**src/rtl/distance_filter_if.sv**
```systemverilog
// rtl/distance_filter_if.sv - distance input and filtered-output bundle for distance_filter.
interface distance_filter_if;
  logic [19:0] distance_in;
  logic        sample_tick;
  logic [19:0] filt_dist;
  logic        filt_valid;
  logic        obstacle;

  modport slave (
    input  distance_in,
    output sample_tick, filt_dist, filt_valid, obstacle
  );

  modport master (
    output distance_in,
    input  sample_tick, filt_dist, filt_valid, obstacle
  );
endinterface

```
**src/rtl/distance_filter.sv**
```systemverilog
// rtl/distance_filter.sv - periodic distance sampler with moving average and debounced obstacle flag.
// Optional DIST_CLIP_EN: accept readings above MAX_CM and clip them instead of rejecting.
module distance_filter #(
  parameter int SAMPLE_CYCLES = 10_000_000,
  parameter int DEPTH_LOG2    = 2,
  parameter int NEAR_CM       = 20,
  parameter int FAR_CM        = 25,
  parameter int DEBOUNCE      = 3,
  parameter int MAX_CM        = 400
) (
  input  logic             clk,
  input  logic             rst,
  distance_filter_if.slave bus
);
  localparam int DEPTH = 1 << DEPTH_LOG2;
  localparam int CW    = $clog2(SAMPLE_CYCLES);
  localparam int SW    = 20 + DEPTH_LOG2;
  localparam int DW    = $clog2(DEBOUNCE + 1);

  typedef enum logic [1:0] {CLEAR, ARMING, NEAR, RELEASING} state_t;

  logic [CW-1:0]         cnt;
  logic                  tick;
  logic                  accept;
  logic [19:0]           sample;
  logic [19:0]           buf_mem [DEPTH];
  logic [DEPTH_LOG2-1:0] wptr;
  logic [DEPTH_LOG2:0]   fill;
  logic [SW-1:0]         sum;
  logic                  s1_valid;
  logic                  s2_valid;
  logic [19:0]           filt_dist;
  logic                  filt_valid;
  logic                  eval;
  logic                  near;
  logic                  far;
  state_t                state;
  state_t                state_next;
  logic [DW-1:0]         dbc;
  logic [DW-1:0]         dbc_next;

  assign tick = (cnt == CW'(SAMPLE_CYCLES - 1));

  always_ff @(posedge clk) begin
    if (rst || tick) cnt <= '0;
    else             cnt <= cnt + 1'b1;
  end

  always_comb begin
    sample = bus.distance_in;
    accept = (bus.distance_in != 20'd0);
`ifdef DIST_CLIP_EN
    if (bus.distance_in > 20'(MAX_CM)) sample = 20'(MAX_CM);
`else
    if (bus.distance_in > 20'(MAX_CM)) accept = 1'b0;
`endif
  end

  // The entry being overwritten is subtracted so the sum always covers exactly the window.
  always_ff @(posedge clk) begin
    if (rst) begin
      for (int i = 0; i < DEPTH; i++) buf_mem[i] <= '0;
      wptr     <= '0;
      fill     <= '0;
      sum      <= '0;
      s1_valid <= 1'b0;
    end else begin
      s1_valid <= tick && accept;
      if (tick && accept) begin
        sum           <= sum + SW'(sample) - SW'(buf_mem[wptr]);
        buf_mem[wptr] <= sample;
        wptr          <= wptr + 1'b1;
        if (fill != (DEPTH_LOG2 + 1)'(DEPTH)) fill <= fill + 1'b1;
      end
    end
  end

  always_ff @(posedge clk) begin
    if (rst) begin
      filt_dist  <= '0;
      filt_valid <= 1'b0;
      s2_valid   <= 1'b0;
    end else begin
      s2_valid <= s1_valid;
      if (s1_valid) begin
        filt_dist <= 20'(sum >> DEPTH_LOG2);
        if (fill == (DEPTH_LOG2 + 1)'(DEPTH)) filt_valid <= 1'b1;
      end
    end
  end

  assign eval = s2_valid && filt_valid;
  assign near = (filt_dist < 20'(NEAR_CM));
  assign far  = (filt_dist > 20'(FAR_CM));

  always_ff @(posedge clk) begin
    if (rst) begin
      state <= CLEAR;
      dbc   <= '0;
    end else begin
      state <= state_next;
      dbc   <= dbc_next;
    end
  end

  // Readings inside the NEAR_CM..FAR_CM band qualify in no state, giving hysteresis.
  always_comb begin
    state_next = state;
    dbc_next   = dbc;
    if (eval) begin
      case (state)
        CLEAR: begin
          if (near) begin
            dbc_next   = (DEBOUNCE == 1) ? '0 : DW'(1);
            state_next = (DEBOUNCE == 1) ? NEAR : ARMING;
          end else begin
            dbc_next = '0;
          end
        end
        ARMING: begin
          if (near && (dbc + 1'b1 == DW'(DEBOUNCE))) begin
            state_next = NEAR;
            dbc_next   = '0;
          end else if (near) begin
            dbc_next = dbc + 1'b1;
          end else begin
            state_next = CLEAR;
            dbc_next   = '0;
          end
        end
        NEAR: begin
          if (far) begin
            dbc_next   = (DEBOUNCE == 1) ? '0 : DW'(1);
            state_next = (DEBOUNCE == 1) ? CLEAR : RELEASING;
          end else begin
            dbc_next = '0;
          end
        end
        RELEASING: begin
          if (far && (dbc + 1'b1 == DW'(DEBOUNCE))) begin
            state_next = CLEAR;
            dbc_next   = '0;
          end else if (far) begin
            dbc_next = dbc + 1'b1;
          end else begin
            state_next = NEAR;
            dbc_next   = '0;
          end
        end
        default: begin
          state_next = CLEAR;
          dbc_next   = '0;
        end
      endcase
    end
  end

  assign bus.sample_tick = tick;
  assign bus.filt_dist   = filt_dist;
  assign bus.filt_valid  = filt_valid;
  assign bus.obstacle    = (state == NEAR) || (state == RELEASING);
endmodule

```
**src/flat_wrapper.sv**
```systemverilog
// flat-port wrapper written by rule: the top's interface ports become plain ports
module distance_filter_flat 
#(
  parameter int SAMPLE_CYCLES = 10_000_000,
  parameter int DEPTH_LOG2    = 2,
  parameter int NEAR_CM       = 20,
  parameter int FAR_CM        = 25,
  parameter int DEBOUNCE      = 3,
  parameter int MAX_CM        = 400
)
  (clk, rst, bus_distance_in, bus_sample_tick, bus_filt_dist, bus_filt_valid, bus_obstacle);
  distance_filter_if bus_i ();
  input  logic clk;
  input  logic rst;
  input wire logic [$bits(bus_i.distance_in)-1:0] bus_distance_in;
  output wire logic [$bits(bus_i.sample_tick)-1:0] bus_sample_tick;
  output wire logic [$bits(bus_i.filt_dist)-1:0] bus_filt_dist;
  output wire logic [$bits(bus_i.filt_valid)-1:0] bus_filt_valid;
  output wire logic [$bits(bus_i.obstacle)-1:0] bus_obstacle;
  assign bus_i.distance_in = bus_distance_in;
  assign bus_sample_tick = bus_i.sample_tick;
  assign bus_filt_dist = bus_i.filt_dist;
  assign bus_filt_valid = bus_i.filt_valid;
  assign bus_obstacle = bus_i.obstacle;
  distance_filter #(.SAMPLE_CYCLES(SAMPLE_CYCLES), .DEPTH_LOG2(DEPTH_LOG2), .NEAR_CM(NEAR_CM), .FAR_CM(FAR_CM), .DEBOUNCE(DEBOUNCE), .MAX_CM(MAX_CM)) u_core (.clk(clk), .rst(rst), .bus(bus_i));
endmodule
```
**config.mk**
```make
export PLATFORM = sky130hd
export DESIGN_NAME = distance_filter_flat
export DESIGN_NICKNAME = d
export VERILOG_FILES = /design/src/rtl/distance_filter_if.sv /design/src/rtl/distance_filter.sv /design/src/flat_wrapper.sv
export SDC_FILE = /design/constraint.sdc
export NUM_CORES = 1
export LEC_CHECK = 0
export ABC_AREA = 1
export BUFFER_PORTS_ARGS = -buffer_cell sky130_fd_sc_hd__clkbuf_2
export CORE_ASPECT_RATIO = 0.5
export CORE_MARGIN = 5
export CORE_UTILIZATION = 52
export CTS_CLUSTER_DIAMETER = 100
export DETAILED_ROUTE_END_ITERATION = 10
export PLACE_DENSITY = 0.72
export SLEW_MARGIN = 20
export SYNTH_ARGS = -nofsm -noshare
export SYNTH_HDL_FRONTEND = slang
export SYNTH_SLANG_ARGS = --single-unit
```
**constraint.sdc**
```tcl
create_clock -name clk -period 2.6 [get_ports clk]
set_input_delay 0.26 -clock clk [delete_from_list [all_inputs] [get_ports clk]]
set_output_delay 0.26 -clock clk [all_outputs]
set_load 0.005 [all_outputs]
```
==> results.toml, run 1 <==
[timing]
finClkSkew_ns = 0.01231
holdWs_ns = 0.1873
setup-tns-final_ns = -6.237
finalCriticalPeriod_ns = 3.036
final-hold-violation-count = 0
period_share_pct = 116.8
worst_slack_ns = -0.4360
finalMaxSlewViolations = 0
finalSetupViolCount = 19
fmax_ghz = 0.3294
slew_headroom_pct = 26.61
tightest_slew_ns = 1.100
rsz0062_at_grt = "yes"

[synthesis]
yosysSeqAreaShare_pct = 46.21
ys_async_sr_fraction_pct = 0
yosysTopAreaCellShare_pct = 27.73
synthTopCellsByCount = "205 x nand2_1, 151 x inv_1, 132 x nor2_1"
ys_warn_count = 0
synthCells = 1059
synth-edff-count = 80
synth_largest_area_cell = "edfxtp_1"
post-synth-top-count-cell = "nand2_1"
yosys-top-cells-area = "edfxtp_1 28%, dfxtp_1 18%, nand2_1 8.9%"
synth-seq-cells = 160
synth_area_mm2 = 0.008665
ys_types = 42
synth-main-ff-cell = "edfxtp_1"
avgSynthCellArea_um2 = 8.182

[layout]
fin_nets = 1315
drive_gt1_share_pct = 31.51
layout.cells.non_filler = 1487
antenna_cells = 0
area_growth_pct = 36.55

[drt]
drt-initial-drc-count = 926
ant_nets = 0
vias = 8219
totalWireLength_mm = 27.08
first_pass_iters = 6
via_per_inst = 5.527
drc_errors = 0
wl_per_cell_um = 18.21

[worst_setup_path]
cp.arrival_ns = 3.38
cp_cell_sequence = "inv_8, buf_4, nor2_1, o22ai_2, buf_4, fa_1, inv_1, ha_4, nand2_4, inv_1, nand2_1, nand2_2, buf_4, inv_1, nand2_1, nand2_1, nand3_1, nand2_1, nand3_1, nand2_1"
cp.depth = 20
start_kind = "flip-flop"
slowest_delay_ns = 0.49
worstPathBufferInverterCount = 7
required_ns = 2.94
cp_slowest_cell = "fa_1"
rr_worst_depth = 20
crit_fanout = 10
rr_endpoint = "u_core.sum[17]"
crit_type = "reg -> reg"
end_kind = "flip-flop"
endpoint = "u_core.sum[17]"
rrSetupSlack_ns = -0.44
path_delay_family = "simple AND/OR/NAND/NOR gates"
crit_top_cell = "nand2_1"

[clocking]
path_clk_slew_ns = 0.07
htree_levels = 4
cts_tree = "done"
numCtsBuffers = 17
cts-root-buf = "clkbuf_16"
clk_latency_ns = 0.45
clockBufferDepth = 2
clock-sinks = 160

[die]
rows = 33
ios = 45
initial_core_util_pct = 52.99
die_y_um = 101.3
coreArea_mm2 = 0.01635
die_area_mm2 = 0.01950
die_w_um = 192.6

[power_and_ir_drop]
peakVddDrop_uv = 447.3
p_leak_nw = 4.968
powerDensity_mw_per_mm2 = 556.8
total_power_mw = 6.588

[place]
gp_congestion = 0.9788
pre_cts_ws_ns = -0.4141
placedCellCount = 1433
port_buffers = 44
hpwl_mm = 17.08

[global_routing]
antenna_found_initial = 0
grt_pass1_wl_mm = 39.87
grt_pass1_vias = 7784
grt_max_degree = 32
grt_overflow = 0
track_usage_pct = 26.57

[worst_hold_path]
worstHoldPathType = "in -> reg"
hp-start = "bus_distance_in[6]"

[outcome]
outcome = "finished, violations left"
violations = "setup timing"

[run]
max_cap_viol_count = 0
cell usage in the layout, fill, tap and decap left out, types with 8 or more instances in the layout:
cell / n
nand2_1: 171
inv_1: 137
nor2_1: 108
buf_4: 89
edfxtp_1: 80
dfxtp_1: 78
a21oi_1: 51
clkbuf_2: 44
conb_1: 44
o21ai_0: 42
nand3_1: 28
nand2_2: 27
o21ai_1: 24
nand4_1: 23
ha_4: 19
inv_2: 18
o21ai_2: 18
fa_1: 18
clkbuf_16: 18
nor2_2: 17
nor3_2: 17
nor3_1: 17
o22ai_2: 14
nand3_2: 12
nor2_4: 11
buf_6: 10
nand2_4: 9
buf_12: 8
registers in the layout, indices dropped and copies added, names as in the netlist, named ones only:
signal / flops
u_core.fill: 3
u_core.dbc: 2
u_core.s2_valid: 1
u_core.cnt: 24
u_core.buf_mem: 80
u_core.state: 2
u_core.wptr: 2
u_core.bus.filt_dist: 20
u_core.s1_valid: 1
u_core.bus.filt_valid: 1
u_core.sum: 22
metrics by stage:
stage                     area [um2]  util [%]
after floorplan                 8880         -
after global placement          9992     61.11
after detailed placement        9992     61.11
after CTS                      11400     69.71
after global routing           11830     72.36
final                          11830     72.36
logic make-up (layout without fill, tap and decap cells):
kind of cell	Yosys count	in the layout	share of synthesized area, %
compound gates	184	184	11.18
xor+xnor	15	15	1.516
fa+ha+maj	46	46	8.375
buf+inv	189	347	8.664
flops	160	160	46.21
other cells	1	44	0.04328
simple gates	464	464	24.01
worst reg2reg max path, cell delays in order (launching register included):
cell and delay [ns]:
dfxtp_4 0.43, inv_8 0.06, buf_4 0.18, nor2_1 0.17
o22ai_2 0.14, buf_4 0.15, fa_1 0.49, inv_1 0.08
ha_4 0.34, nand2_4 0.08, inv_1 0.05, nand2_1 0.07
nand2_2 0.08, buf_4 0.12, inv_1 0.04, nand2_1 0.05
nand2_1 0.08, nand3_1 0.12, nand2_1 0.06, nand3_1 0.08
nand2_1 0.06
worst min-delay path by stage:
stage | endpoint | slack, ns | depth (start not counted)
2_1_floorplan | u_core.sum[0] | 0.43 | 2
3_3_place_gp | u_core.sum[0] | 0.44 | 2
3_5_place_dp | u_core.sum[0] | 0.44 | 2
4_1_cts | u_core.buf_mem[3][6] | 0.17 | 3
5_1_grt | u_core.buf_mem[3][6] | 0.21 | 3
6_report | u_core.buf_mem[3][6] | 0.19 | 3
power breakdown:
part	leakage (nW)	switching (mW)	internal (mW)
Sequential	1.45	0.0352	2.72
Combinational	3.25	0.746	0.606
Clock	0.269	1.20	1.28
timing repair:
action	CTS	global route
resized for setup	169	92
hold buffers	0	0
setup endpoints to repair	19	20
setup buffers	14	9
pin swaps	50	46
gates cloned	3	1
metal layers:
layer	share of wire, %	wire, um	global-route usage, %
met1	41	11210	36.38
met2	47	12730	43.59
met3	8.7	2347	5.131
met4	2.9	796	7.831
met5	0	0	0
cell type report:
type	count	area (um2)
Multi-Input combinational cell	753	5077
Fill cell	1122	4519
Sequential cell	160	4009
Timing Repair Buffer	156	1276
Inverter	159	605.6
Clock buffer	18	429.2
Tap cell	227	284.0
Clock inverter	14	150.1
No activity file was read; power rests on OpenSTA's default activity.
==> inputs of run 2 (changes only) <==
Settings changed: CELL_PAD_IN_SITES_DETAIL_PLACEMENT from default to 1, CELL_PAD_IN_SITES_GLOBAL_PLACEMENT from default to 1, CORE_UTILIZATION 52 to 42, PLACE_DENSITY 0.72 to 0.76.
==> run 2 against run 1 <==
  * The run still ends with setup timing left
  * Combinational power is 11% higher
  * Sequential power hardly changed
  * Power is 4.8% higher
  * Global-route usage is 0.12 points higher
  * Die area is 22% higher
  * Cell area is 1.9% higher
  * Clock skew is 0.0034 ns higher
  * Sequential share of layout area is 0.62 points lower
  * Critical path depth is 3 lower
  * Sequential cell count stayed put
  * Utilization is 13 points lower
  * Highest routed layer unchanged
==> results.toml, run 2 (same netlist as run 1, synthesis figures left out) <==
[outcome]
outcome = "finished, violations left"
violations = "setup timing"

[drt]
maxUsedRoutingLayer = "met4"
drc_errors = 0
wl_met3_mm = 2.775
first_pass_iters = 7
dr_wl_met2_mm = 17.77
drt-initial-drc-count = 729
wl_per_cell_um = 24.49
totalWireLength_mm = 37.82
drt-met1-wl_mm = 14.95
via_per_inst = 5.729
vias = 8846
ant_nets = 0

[place]
post_dp_cell_area_mm2 = 0.01004
port_buffers = 44
gp_congestion = 0.8953
placedCellCount = 1481
pre_cts_ws_ns = -0.5351
hpwl_mm = 20.52

[die]
rows = 37
initial_core_util_pct = 42.44
die_w_um = 213.1
die_y_um = 111.6
die_area_mm2 = 0.02378
coreArea_mm2 = 0.02042
ios = 45

[layout]
largestRegisters = "u_core.buf_mem x80, u_core.cnt x24, u_core.sum x22"
fin_util_pct = 59.06
layout.cells.non_filler = 1544
regMostFlops = "u_core.buf_mem"
fin_nets = 1325
final_cell_area_mm2 = 0.01206
final_common_cell = "nand2_1"
n_fill_cell = 2341
layout_common_cells = "166 x nand2_1, 135 x inv_1, 104 x nor2_1"
largest_reg_flops = 80
area_growth_pct = 39.16
drive_gt1_share_pct = 33.31

[timing]
fmax_ghz = 0.3130
final-hold-violation-count = 0
finalSetupViolCount = 19
rsz0062_at_grt = "yes"
holdWs_ns = 0.1229
setup-tns-final_ns = -7.764
finalCriticalPeriod_ns = 3.195
finClkSkew_ns = 0.01571
worst_slack_ns = -0.5947
tightest_slew_ns = 1.213
slew_headroom_pct = 19.04
finalMaxSlewViolations = 0
period_share_pct = 122.9

[clocking]
htree_levels = 4
cts_tree = "done"
clockBufferDepth = 2
hold_buffers = 0
cts-root-buf = "clkbuf_16"
clock-sinks = 160
clk_latency_ns = 0.45
numCtsBuffers = 17
path_clk_slew_ns = 0.08

[worst_setup_path]
crit_type = "reg -> reg"
cp.arrival_ns = 3.53
required_ns = 2.94
crit_fanout = 8
end_kind = "flip-flop"
start_kind = "flip-flop"

[global_routing]
track_usage_pct = 26.69
grt_pass1_wl_mm = 49.01
antenna_found_initial = 1
grt_overflow = 0
grt_pass1_vias = 8754
grt_max_degree = 31

[power_and_ir_drop]
p_leak_nw = 5.048
powerDensity_mw_per_mm2 = 572.7
total_power_mw = 6.906
peakVddDrop_uv = 500.7

[worst_hold_path]
worstHoldPathType = "in -> reg"

[run]
max_cap_viol_count = 0
## run 2: cell types whose count changed in the layout (fill, tap and decap cells not counted), sizes merged
cell and change:
clkinvlp -2, bufbuf -1, buf +10, bufinv +2, diode +1, inv -2, clkinv +3
## run 2: path summary, 6_finish.rpt
kind / start / end / slack (ns) / cells past startpoint
setup / recovery: flip-flop / u_core.sum[20] / -0.59 / 17
hold / removal: rst / u_core.sum[21] / 0.12 / 2
setup reg to reg: flip-flop / u_core.sum[20] / -0.59 / 17
hold reg to reg: u_core.sum[14] / u_core.sum[14] / 0.46 / 2
## run 2: area by class of cell
type,count,area [um2],share of cell area (%)
multi-input cells,753,5162,42.81
clock buffers,17,425.4,3.528
well taps,273,341.6,2.833
clock inverters,15,158.9,1.318
inverters,159,605.6,5.022
diodes,1,2.502,0.02075
repair buffers,166,1350,11.20
flip-flops and latches,160,4011,33.27
## run 2: repair_timing
action,in CTS,in global routing
setup endpoints to repair,19,20
cloned,1,2
buffers inserted,15,13
gates resized for setup,182,116
pin swaps,30,40
## run 2: metal layers
metal / GRT usage (%) / vias up
li1: - / 3841
met1: 34.18 / 4353
met2: 45.44 / 478
met3: 4.899 / 174
met4: 9.459 / 0
met5: 0 / -
## run 2: power breakdown
| part | leakage [nW] | total (mW) | internal (mW) | switching [mW] |
|---|---|---|---|---|
| sequential | 1.45 | 2.77 | 2.73 | 0.0474 |
| clock | 0.282 | 2.63 | 1.43 | 1.21 |
| combinational | 3.31 | 1.50 | 0.640 | 0.859 |
| total | 5.05 | 6.91 | 4.79 | 2.11 |
## run 2: worst max-delay path: stages, from the launching register on
cell and delay [ns]:
dfxtp_4 0.44, inv_8 0.09, clkbuf_16 0.18, nor2_2 0.11, o22ai_2 0.14, fa_1 0.53, inv_1 0.09, ha_4 0.32
buf_4 0.14, nand2_1 0.09, nor2_1 0.19, inv_1 0.11, nor3_2 0.16, nand3_1 0.13, nand3_1 0.12, nand2_1 0.07
nand3_2 0.10, nand2_1 0.06
==> inputs of run 3 (changes only) <==
Settings changed: CORE_MARGIN 5 to default.
==> run 3 against run 2 <==
  * The flow still finishes with violations (setup timing)
  * Power grew 0.75%
  * Global-route usage grew 3.1 points
  * Via count grew 0.88%
  * Sequential cell count is the same
  * Sequential share of layout area shrank 0.083 points
  * Maximum frequency is essentially flat
  * Cell area grew 0.19%
  * Die area shrank 11%
  * Register-to-register slack is essentially flat
  * Highest routed layer is now met5
==> results.toml, run 3 (same netlist as run 1, synthesis figures left out) <==
[worst_setup_path]
crit_type = "reg -> reg"
cp.arrival_ns = 3.57
crit_fanout = 6
end_kind = "flip-flop"
rrSetupSlack_ns = -0.59
start_kind = "flip-flop"
required_ns = 2.98

[layout]
largestRegisters = "u_core.buf_mem x80, u_core.cnt x24, u_core.sum x22"
regMostFlops = "u_core.buf_mem"
largest_reg_flops = 80
final_common_cell = "nand2_1"
layout.cells.non_filler = 1527
fin_nets = 1316
layout_common_cells = "163 x nand2_1, 134 x inv_1, 103 x nor2_1"
antenna_cells = 0
area_growth_pct = 39.42
drive_gt1_share_pct = 33.07

[clocking]
htree_levels = 4
cts_tree = "done"
numCtsBuffers = 17
clockBufferDepth = 2
clock-sinks = 160
path_clk_slew_ns = 0.08
cts-root-buf = "clkbuf_16"
hold_buffers = 0
clk_latency_ns = 0.45

[global_routing]
grt_pass1_wl_mm = 48.04
grt_max_degree = 36
track_usage_pct = 29.83
grt_overflow = 0
grt_pass1_vias = 8874
antenna_found_initial = 1

[place]
hpwl_mm = 20.31
placedCellCount = 1473
pre_cts_ws_ns = -0.5138
gp_congestion = 0.8907
port_buffers = 44

[outcome]
violations = "setup timing"
outcome = "finished, violations left"

[drt]
drt-initial-drc-count = 763
via_per_inst = 5.844
wl_per_cell_um = 24.85
ant_nets = 0
vias = 8924
drc_errors = 0
totalWireLength_mm = 37.95
first_pass_iters = 8

[timing]
tightest_slew_ns = 0.7582
finClkSkew_ns = 0.01473
finalCriticalPeriod_ns = 3.194
rsz0062_at_grt = "yes"
worst_slack_ns = -0.5935
fmax_ghz = 0.3131
final-hold-violation-count = 0
setup-tns-final_ns = -9.057
slew_headroom_pct = 49.33
finalMaxSlewViolations = 0
finalSetupViolCount = 20
period_share_pct = 122.8

[run]
max_cap_viol_count = 0

[power_and_ir_drop]
combinationalPowerShare_pct = 22.4
total_power_mw = 6.957
p_leak_nw = 5.087
seq_power_share_pct = 39.8
intPower_mw = 4.832
peakVddDrop_uv = 446.6
p_sw_share_pct = 30.54
powerDensity_mw_per_mm2 = 575.9
pwr-share-clk_pct = 37.8
net-switching-power_mw = 2.125

[die]
die_y_um = 103.6
ios = 45
die_area_mm2 = 0.02124
die_w_um = 205.1
initial_core_util_pct = 43.72
rows = 36
coreArea_mm2 = 0.01982

[worst_hold_path]
worstHoldPathType = "in -> reg"
[run 3: cell types whose count changed in the layout (fill, tap and decap cells not counted), moves of 3 or more]
cell and delta:
nand3_1 -7, clkinv_2 +3, nand3_2 +5, buf_4 -8
inv_4 +3, o21ai_2 -12, o22ai_2 -3, nand2_4 +7
nand2_1 -3, nand2_2 -5, o21ai_0 +10
[run 3: power groups by stage]
stage	Sequential, mW	Combinational (mW)	Clock (mW)
3_5_place_dp	2.81	0.891	0
2_1_floorplan	2.80	0.503	0
4_1_cts	2.76	1.15	2.60
3_3_place_gp	2.80	0.858	0
5_1_grt	2.77	1.61	2.73
6_report	2.77	1.56	2.63
[run 3: through the flow]
step	hold WS (ns)	util, %	cell area, um2
2_1_floorplan	0.4258	-	8880
3_3_place_gp	0.4393	50.76	10060
3_5_place_dp	0.4494	50.79	10070
4_1_cts	0.1104	57.59	11410
5_1_grt	0.1296	60.95	12080
6_report	0.1234	60.95	12080
[run 3: critical path, cell delays in order, from the launching register on]
cell and delay, ns:
dfxtp_4 0.44, inv_8 0.07, buf_12 0.15, buf_8 0.14
nor2_2 0.13, o22ai_2 0.13, fa_1 0.59, inv_1 0.12
ha_4 0.27, nand2_1 0.11, nand2_1 0.13, nor2_2 0.21
nor2_1 0.07, nor2_1 0.17, nand2_1 0.09, nand2_1 0.08
nand3_1 0.10, nand2_1 0.12
[run 3: area by class of cell]
type | count | area [um2]
timing repair buffer | 157 | 1276
tap | 266 | 332.8
multi-input combinational | 753 | 5258
clock buffer | 20 | 489.2
clock inverter | 12 | 102.6
inverter | 159 | 613.1
fill | 2293 | 7739
sequential | 160 | 4009
[run 3: final timing paths]
check,from,to,cells past startpoint
setup / recovery,flip-flop,u_core.sum[15],17
hold reg to reg,u_core.dbc[0],u_core.dbc[0],2
hold / removal,rst,u_core.fill[2],2
setup reg to reg,flip-flop,u_core.sum[15],17
[run 3: routing by layer]
metal | vias up | part of all wire [%] | GRT usage, %
met5 | - | 0.034 | 0
met4 | 2 | 5.3 | 10.69
met3 | 148 | 7.6 | 6.954
met2 | 501 | 49 | 50.94
met1 | 4455 | 38 | 36.69
li1 | 3818 | - | -
[run 3: what timing repair did]
item	4_1_cts	5_1_grt
gates cloned	2	1
setup buffers	12	9
endpoints found under the setup margin	19	19
pin swaps	29	60
hold endpoints to repair	0	0
resized for setup	147	147
